===== src/rtl/iir_pkg.sv =====
// Shared definitions for the iir_filter datapath and its output buffer.
package iir_pkg;

    localparam int NB            = 12;
    localparam int DEPTH_DEFAULT = 8;

    typedef logic signed [NB-1:0] sample_t;

    // Ceiling log2 for elaboration-time pointer widths (returns 1 for v <= 2).
    function automatic int clog2(input int v);
        int r;
        r = 0;
        while ((1 << r) < v) r++;
        return (r < 1) ? 1 : r;
    endfunction

endpackage


===== src/rtl/iir_buf_mem.sv =====
// DEPTH x NB register file: one synchronous write port, one asynchronous read port.
// Storage has no reset; occupancy tracking in the parent decides what is valid.
module iir_buf_mem
    import iir_pkg::*;
#(
    parameter int NB    = iir_pkg::NB,
    parameter int DEPTH = DEPTH_DEFAULT,
    parameter int AW    = clog2(DEPTH)
) (
    input  logic          clk,
    input  logic          we,
    input  logic [AW-1:0] waddr,
    input  logic [NB-1:0] wdata,
    input  logic [AW-1:0] raddr,
    output logic [NB-1:0] rdata
);

    logic [NB-1:0] mem [DEPTH];

    // Sample write on the rising edge when enabled.
    always_ff @(posedge clk) begin
        if (we) mem[waddr] <= wdata;
    end

    assign rdata = mem[raddr];

endmodule


===== src/rtl/iir_out_buffer.sv =====
// Elastic first-word-fall-through output buffer behind iir_filter.
// The filter cannot be stalled, so samples arriving while full are dropped,
// counted (saturating) and flagged with a sticky overflow bit.
module iir_out_buffer
    import iir_pkg::*;
#(
    parameter int NB    = iir_pkg::NB,
    parameter int DEPTH = DEPTH_DEFAULT,
    localparam int AW   = clog2(DEPTH)
) (
    input  logic          clk,
    input  logic          rst_n,
    input  logic          vIn,
    input  logic [NB-1:0] dIn,
    input  logic          rdy,
    output logic [NB-1:0] dOut,
    output logic          vOut,
    output logic [AW:0]   level,
    output logic          full,
    output logic          ovf,
    output logic [7:0]    drop_cnt,
    input  logic          clr_ovf
);

    localparam logic [AW:0] LVL_FULL = (AW+1)'(DEPTH);

    logic [AW-1:0] wr_ptr_q, wr_ptr_d;
    logic [AW-1:0] rd_ptr_q, rd_ptr_d;
    logic [AW:0]   level_q, level_d;
    logic          full_q, full_d;
    logic          ovf_q, ovf_d;
    logic [7:0]    drop_cnt_q, drop_cnt_d;
    logic          push, pop, drop;
    logic [NB-1:0] rdata;

    // vOut derives only from registered occupancy, keeping rdy off every output path.
    assign vOut     = (level_q != '0);
    assign dOut     = vOut ? rdata : '0;
    assign level    = level_q;
    assign full     = full_q;
    assign ovf      = ovf_q;
    assign drop_cnt = drop_cnt_q;

    iir_buf_mem #(.NB(NB), .DEPTH(DEPTH), .AW(AW)) u_mem (
        .clk   (clk),
        .we    (push),
        .waddr (wr_ptr_q),
        .wdata (dIn),
        .raddr (rd_ptr_q),
        .rdata (rdata)
    );

    // Next-state for pointers, occupancy and overflow bookkeeping.
    always_comb begin
        pop        = vOut & rdy;
        push       = vIn & (~full_q | pop);
        drop       = vIn & full_q & ~pop;
        wr_ptr_d   = wr_ptr_q;
        rd_ptr_d   = rd_ptr_q;
        level_d    = level_q;
        ovf_d      = ovf_q;
        drop_cnt_d = drop_cnt_q;

        if (push) wr_ptr_d = wr_ptr_q + AW'(1);
        if (pop)  rd_ptr_d = rd_ptr_q + AW'(1);

        case ({push, pop})
            2'b10:   level_d = level_q + (AW+1)'(1);
            2'b01:   level_d = level_q - (AW+1)'(1);
            default: level_d = level_q;
        endcase
        full_d = (level_d == LVL_FULL);

        // A drop on the same edge as a clear wins: the clear still zeroes the
        // old count, then this drop is counted as the first.
        if (drop) begin
            ovf_d      = 1'b1;
            drop_cnt_d = clr_ovf ? 8'd1
                       : (drop_cnt_q == 8'hFF) ? 8'hFF : drop_cnt_q + 8'd1;
        end else if (clr_ovf) begin
            ovf_d      = 1'b0;
            drop_cnt_d = 8'd0;
        end
    end

    // State registers; asynchronous reset discards everything immediately.
    always_ff @(posedge clk or negedge rst_n) begin
        if (!rst_n) begin
            wr_ptr_q   <= '0;
            rd_ptr_q   <= '0;
            level_q    <= '0;
            full_q     <= 1'b0;
            ovf_q      <= 1'b0;
            drop_cnt_q <= 8'd0;
        end else begin
            wr_ptr_q   <= wr_ptr_d;
            rd_ptr_q   <= rd_ptr_d;
            level_q    <= level_d;
            full_q     <= full_d;
            ovf_q      <= ovf_d;
            drop_cnt_q <= drop_cnt_d;
        end
    end

endmodule


===== config.mk =====
export PLATFORM = sky130hd
export DESIGN_NAME = iir_out_buffer
export DESIGN_NICKNAME = d
export VERILOG_FILES = /design/src/rtl/iir_pkg.sv /design/src/rtl/iir_buf_mem.sv /design/src/rtl/iir_out_buffer.sv
export SDC_FILE = /design/constraint.sdc
export NUM_CORES = 1
export LEC_CHECK = 0
export BUFFER_PORTS_ARGS = -buffer_cell sky130_fd_sc_hd__buf_2
export CAP_MARGIN = 10
export CORE_MARGIN = 4
export CORE_UTILIZATION = 55
export CTS_CLUSTER_SIZE = 12
export DETAILED_ROUTE_END_ITERATION = 10
export HOLD_SLACK_MARGIN = 0.15
export PLACE_DENSITY = 0.79
export RECOVER_POWER = 100
export SYNTH_ARGS = -nofsm -noshare
export SYNTH_HDL_FRONTEND = slang
export SYNTH_SLANG_ARGS = --single-unit

===== constraint.sdc =====
create_clock -name clk -period 3.3 [get_ports clk]
set_input_delay 0.33 -clock clk [delete_from_list [all_inputs] [get_ports clk]]
set_output_delay 0.33 -clock clk [all_outputs]
set_load 0.05 [all_outputs]

# Word-level counts from Yosys, hierarchy flattened
# Memories as Yosys holds them, arrays and structs flattened.
# Index checks and enable logic that the tools add are counted.
[word_totals]
ff_bits = 20
ramBits = 96
inputBits = 17
elab_cells = 35
mem_count = 1
[op_classes]
n_addsub = 5
eq_ne = 4
muxes = 10
bitwise_logic = 7
reduce_logical = 2
[mem_list]
columns = ["memory", "depth", "width", "rd", "rd_clocked_by_memory_dff", "wr", "line_no", "rtl"]
rows = [
  ["u_mem.mem", 8, 12, 1, 0, 1, "iir_buf_mem.sv:18", "logic [NB-1:0] mem [DEPTH];"],
]
[op_table]
columns = ["op", "n"]
rows = [
  ["$mux 8", 4],
  ["$mux 12", 1],
  ["$add 8x1->8 const B", 1],
  ["$eq 8x8->1 const B", 1],
  ["$pmux 4 s2", 1],
  ["$add 3x1->3 const B", 2],
  ["$add 4x1->4 const B", 1],
  ["$and 1x1->1", 4],
  ["$eq 4x4->1 const B", 1],
  ["$mux 1", 4],
  ["$reduce_bool 4->1", 1],
  ["$sub 4x1->4 const B", 1],
  ["$eq 2x1->1 const B", 1],
  ["$eq 2x2->1 const B", 1],
  ["$not 1->1", 2],
  ["$reduce_bool 2->1", 1],
  ["$or 1x1->1", 1],
]

# Logic depth before layout (Yosys ltp)
[logic_depth]
depth_word = 7
depth_mapped = 10

# Modules after synthesis
# A second synthesis with hierarchy kept.
[hier_totals]
hier_cells = 264
hier_area_um2 = 4894.7
[by_module_without_submodules]
columns = ["module", "n_inst", "cells_per_inst", "area_per_inst_um2", "seq_area_each_um2"]
rows = [
  ["iir_buf_mem", 1, 152, 3747.3, 2882.8],
  ["iir_out_buffer", 1, 112, 1147.4, 500.5],
]

# Least setup slack after synthesis
# No wires, ideal clock.
[synth_timing]
path_type = "register to register"
start = "reg level_q[2], in the netlist level[2]"
end = "reg full_q, in the netlist full"
setup_ns = 0.111
t_arrival_ns = 2.895
required_time_ns = 3.189
slack_ns = 0.294
path_stages_with_launch = 11
n_path_buf = 0
path_cell_list = "dfrtp_1 -> o41ai_4 -> nand2_1 -> nand2_2 -> ha_1 -> xor2_1 -> ha_1 -> a21oi_1 -> mux2i_1 -> xnor2_1 -> a2111oi_2"
[synth_between]
elab_chain_cells = 7
word_cells_on_any_way = 10
[synth_lines]
columns = ["element", "line_no", "rtl"]
rows = [
  ["from (decl)", "iir_out_buffer.sv:29", "logic [AW:0] level_q, level_d;"],
  ["from (signal assigned)", "iir_out_buffer.sv:98", "level_q <= level_d;"],
  ["$reduce_bool 4->1", "iir_out_buffer.sv:37", "assign vOut = (level_q != '0);"],
  ["$and 1x1->1", "iir_out_buffer.sv:55", "pop = vOut & rdy;"],
  ["$or 1x1->1", "iir_out_buffer.sv:56", "push = vIn & (~full_q | pop);"],
  ["$and 1x1->1", "iir_out_buffer.sv:56", ""],
  ["$eq 2x1->1 or $eq 2x2->1 (tied branches)", "iir_out_buffer.sv:67", "case ({push, pop})"],
  ["$pmux 4 s2 *", "iir_out_buffer.sv:67", ""],
  ["named net level_d[2]", "iir_out_buffer.sv:29", ""],
  ["$eq 4x4->1 *", "iir_out_buffer.sv:72", "full_d = (level_d == LVL_FULL);"],
  ["named net full_d", "iir_out_buffer.sv:30", "logic full_q, full_d;"],
  ["to (signal assigned)", "iir_out_buffer.sv:99", "full_q <= full_d;"],
  ["to (decl)", "iir_out_buffer.sv:30", ""],
]
# The timed path passes the listed nets; every way through them passes the cells marked *.
# A chain may end at the register's enable or synchronous reset.

# Worst setup path after layout
[layout_timing]
start = "reg level_q[1], in the netlist level[1]"
end = "out dOut[2]"
[layout_between]
elab_chain_cells = 2
[layout_lines]
columns = ["element", "line_no", "rtl"]
rows = [
  ["$reduce_bool 4->1", "iir_out_buffer.sv:37", ""],
  ["$mux 12", "iir_out_buffer.sv:38", "assign dOut = vOut ? rdata : '0;"],
  ["to (decl)", "iir_out_buffer.sv:16", "output logic [NB-1:0] dOut,"],
]
# Every way passes these cells.

==> impl_metrics.py <==
metrics = {
    "global_routing": {
        "grt_remaining_overflow": 0,
        "grt_max_degree": 21,
        "track_usage_pct": 19.9,
        "antenna_found_initial": 0,
        "grt_first_pass_wirelength_microns": 14700,
        "grt_pass1_vias": 2734,
    },
    "critical_path": {
        "slowest_stage": "clkbuf_1",
        "cp_cell_sequence": "or2_1, nor3_2, clkbuf_1, nor2_1, clkbuf_1",
        "cpMostUsedCell": "clkbuf_1",
        "critical-path-max-stage-delay_ns": 0.57,
        "cp-start-kind": "flip-flop",
        "critical_path_required_ns": 2.97,
        "crit_type": "flip-flop to primary output",
        "arrival_ns": 2.51,
        "critPathMaxFanout": 13,
        "end_kind": "primary output",
    },
    "final_layout": {
        "finalNetCount": 369,
        "drive_above_1_share_pct": 19.0,
        "antenna_cells": 0,
        "final_cells": 463,
        "area_growth_syn_to_layout_pct": 21.6,
    },
    "yosys": {
        "syn_inst": 267,
        "synthArstFlopShare_pct": 17.2,
        "ys_seq_elements": 116,
        "synth_warnings": 0,
        "synth.avg_cell_area_sq_um": 17.9,
        "ys_top_cells_by_area": "edfxtp_1 (60%), mux4_2 (11%), dfrtp_1 (10%), mux2i_1 (2.7%), ha_1 (1.6%)",
        "syn_area_sq_um": 4770,
        "synth_nets": 290,
        "synth_top_area_share_pct": 60.4,
        "synth_edf_count": 96,
        "synth-main-ff-cell": "edfxtp_1",
        "yosysUniqueCellTypes": 39,
        "yosysTopAreaCell": "edfxtp_1",
        "synth_seq_area_share_pct": 70.9,
        "yosysMostFrequentCell": "edfxtp_1",
        "synth_top_cells_by_count": "edfxtp_1 (96), mux4_2 (24), dfrtp_1 (20), nor2_1 (20)",
    },
    "min_path": {
        "min_path_type": "primary input to flip-flop",
    },
    "floorplan": {
        "rows": 33,
        "start_util_pct": 57.2,
        "core_sq_um": 8340,
        "die_w_microns": 101,
        "ios": 44,
        "dieHeight_microns": 101,
        "die-area_sq_um": 10200,
    },
    "route": {
        "drt_iter0_markers": 159,
        "drc": 0,
        "vias_per_cell": 5.69,
        "wire_per_inst_microns": 19.9,
        "drt-total-wl_microns": 9200,
        "vias": 2636,
        "antenna_left": 0,
        "first_pass_iters": 4,
    },
    "clock_tree": {
        "postCtsSetupRepairBufs": 0,
        "tritoncts": "done",
        "clkLatencyLatePin_ns": 0.51,
        "numCtsBuffers": 17,
        "cts_num_sinks": 116,
        "path_clk_slew_ns": 0.05,
        "clockRootBuffer": "clkbuf_8",
        "cts_max_level": 4,
        "clock_path_buffers": 2,
    },
    "outcome": {
        "outcome": "finished, final reports clean",
    },
    "sta": {
        "hold_viol": 0,
        "slew_viol_final": 0,
        "finalCritPeriodShare_pct": 85.9,
        "slew_headroom_pct": 18.7,
        "finalCriticalPeriod_ns": 2.84,
        "rsz0062_at_grt": "false",
        "tightest_slew_ns": 1.21,
        "fin_skew_ns": 0.00454,
        "clock.fmax_mhz": 353,
        "setup_viol": 0,
        "setup_tns_ns": 0,
    },
    "job": {
        "cap_violations": 0,
    },
    "power": {
        "power_density_nw_per_um2": 1010,
        "power.total_mw": 5.88,
        "power.leakage_nw": 2.03,
        "ir_drop_mv": 0.516,
    },
    "place": {
        "place_hpwl_microns": 5480,
        "port_buffers": 43,
        "gp_congestion": 0.800,
        "place_inst": 418,
    },
}
[power by group]
part	total, mW	switching, mW	internal (mW)	leakage [nW]
Clock	1.84	0.624	1.22	0.289
Combinational	1.96	1.31	0.643	0.614
Sequential	2.08	0.220	1.86	1.13
[cell families after synthesis]
family                   count (synthesis)  share of synthesized area [%]
AO/OA/AOI/OAI                           17                           2.94
multiplexers                            39                           14.5
flip-flops                             116                           70.9
buffers and inverters                   14                           1.36
XOR/XNOR                                 7                           1.29
AND/OR/NAND/NOR                         68                           7.40
adder cells (fa/ha/maj)                  6                           1.57
[per-stage QoR]
| stage | area, sq um | util (%) | hold slack, ns | setup slack [ns] |
|---|---|---|---|---|
| detailed placement | 5200 | 62.3 | 0.306 | 0.466 |
| CTS | 5940 | 71.2 | 0.175 | 0.459 |
| global route | 5800 | 69.6 | 0.172 | 0.234 |
| floorplan | 4770 | - | 0.0344 | 0.294 |
| finish | 5800 | 69.6 | 0.197 | 0.465 |
| global placement | 5200 | 62.3 | 0.295 | 0.573 |
[worst max-delay path, delay by kind of cell, from the launching register on]
family | cells | cell delay (ns)
buffers and inverters | 2 | 0.91
DFF | 1 | 0.48
and+or+nand+nor | 3 | 0.60
[final cells by class]
class | instances | area [sq um]
sequential | 116 | 3380
fill | 554 | 2540
multi-input combinational | 137 | 1300
clock buffer | 18 | 418
timing repair buffer | 70 | 367
clock inverter | 13 | 184
tap | 105 | 131
inverter | 4 | 17.5
[sequential cells by signal, summed over array words and instances (netlist names)]
name	flops
u_mem.mem	96
ovf	1
full	1
drop_cnt	8
rd_ptr_q	3
level	4
wr_ptr_q	3
[final timing paths]
| kind | from | endpoint | slack [ns] | cells after the start |
|---|---|---|---|---|
| max | level[1] | dOut[2] | 0.46 | 5 |
| min | vIn | wr_ptr_q[2] | 0.20 | 3 |
| max reg2reg | level[1] | full | 0.48 | 10 |
| min reg2reg | ovf | ovf | 0.53 | 2 |
| max in group asynchronous | rst_n | level[2] | 2.06 | 2 |
| min in group asynchronous | rst_n | drop_cnt[2] | 0.56 | 2 |
[per-layer routing]
layer	global-route usage [%]	part of all wire, %
met3	6.06	5.3
met5	0	0
met4	8.38	1.8
met1	26.1	43
met2	31.2	50
[cells in the final DEF, fill, tap and decap left out, types with 4 or more instances in the layout]
cell type | Yosys | layout
edfxtp_1 | 96 | 96
clkbuf_1 | 5 | 50
mux4_2 | 24 | 24
nor2_1 | 20 | 20
dfrtp_1 | 20 | 20
clkbuf_16 | 0 | 16
dlygate4sd3_1 | 0 | 14
mux2i_1 | 13 | 13
nand2_1 | 13 | 13
nor3_1 | 11 | 11
xnor2_1 | 6 | 6
nand3_1 | 6 | 6
ha_1 | 6 | 6
o21ai_0 | 5 | 5
nor2b_1 | 4 | 4
bufinv_16 | 0 | 4
buf_2 | 3 | 4
[timing repair]
action	in CTS	in global routing
gates resized for setup	0	0
hold endpoints to repair	122	0
hold buffers	14	0
Note: power is estimated with default switching activity, not from simulation.
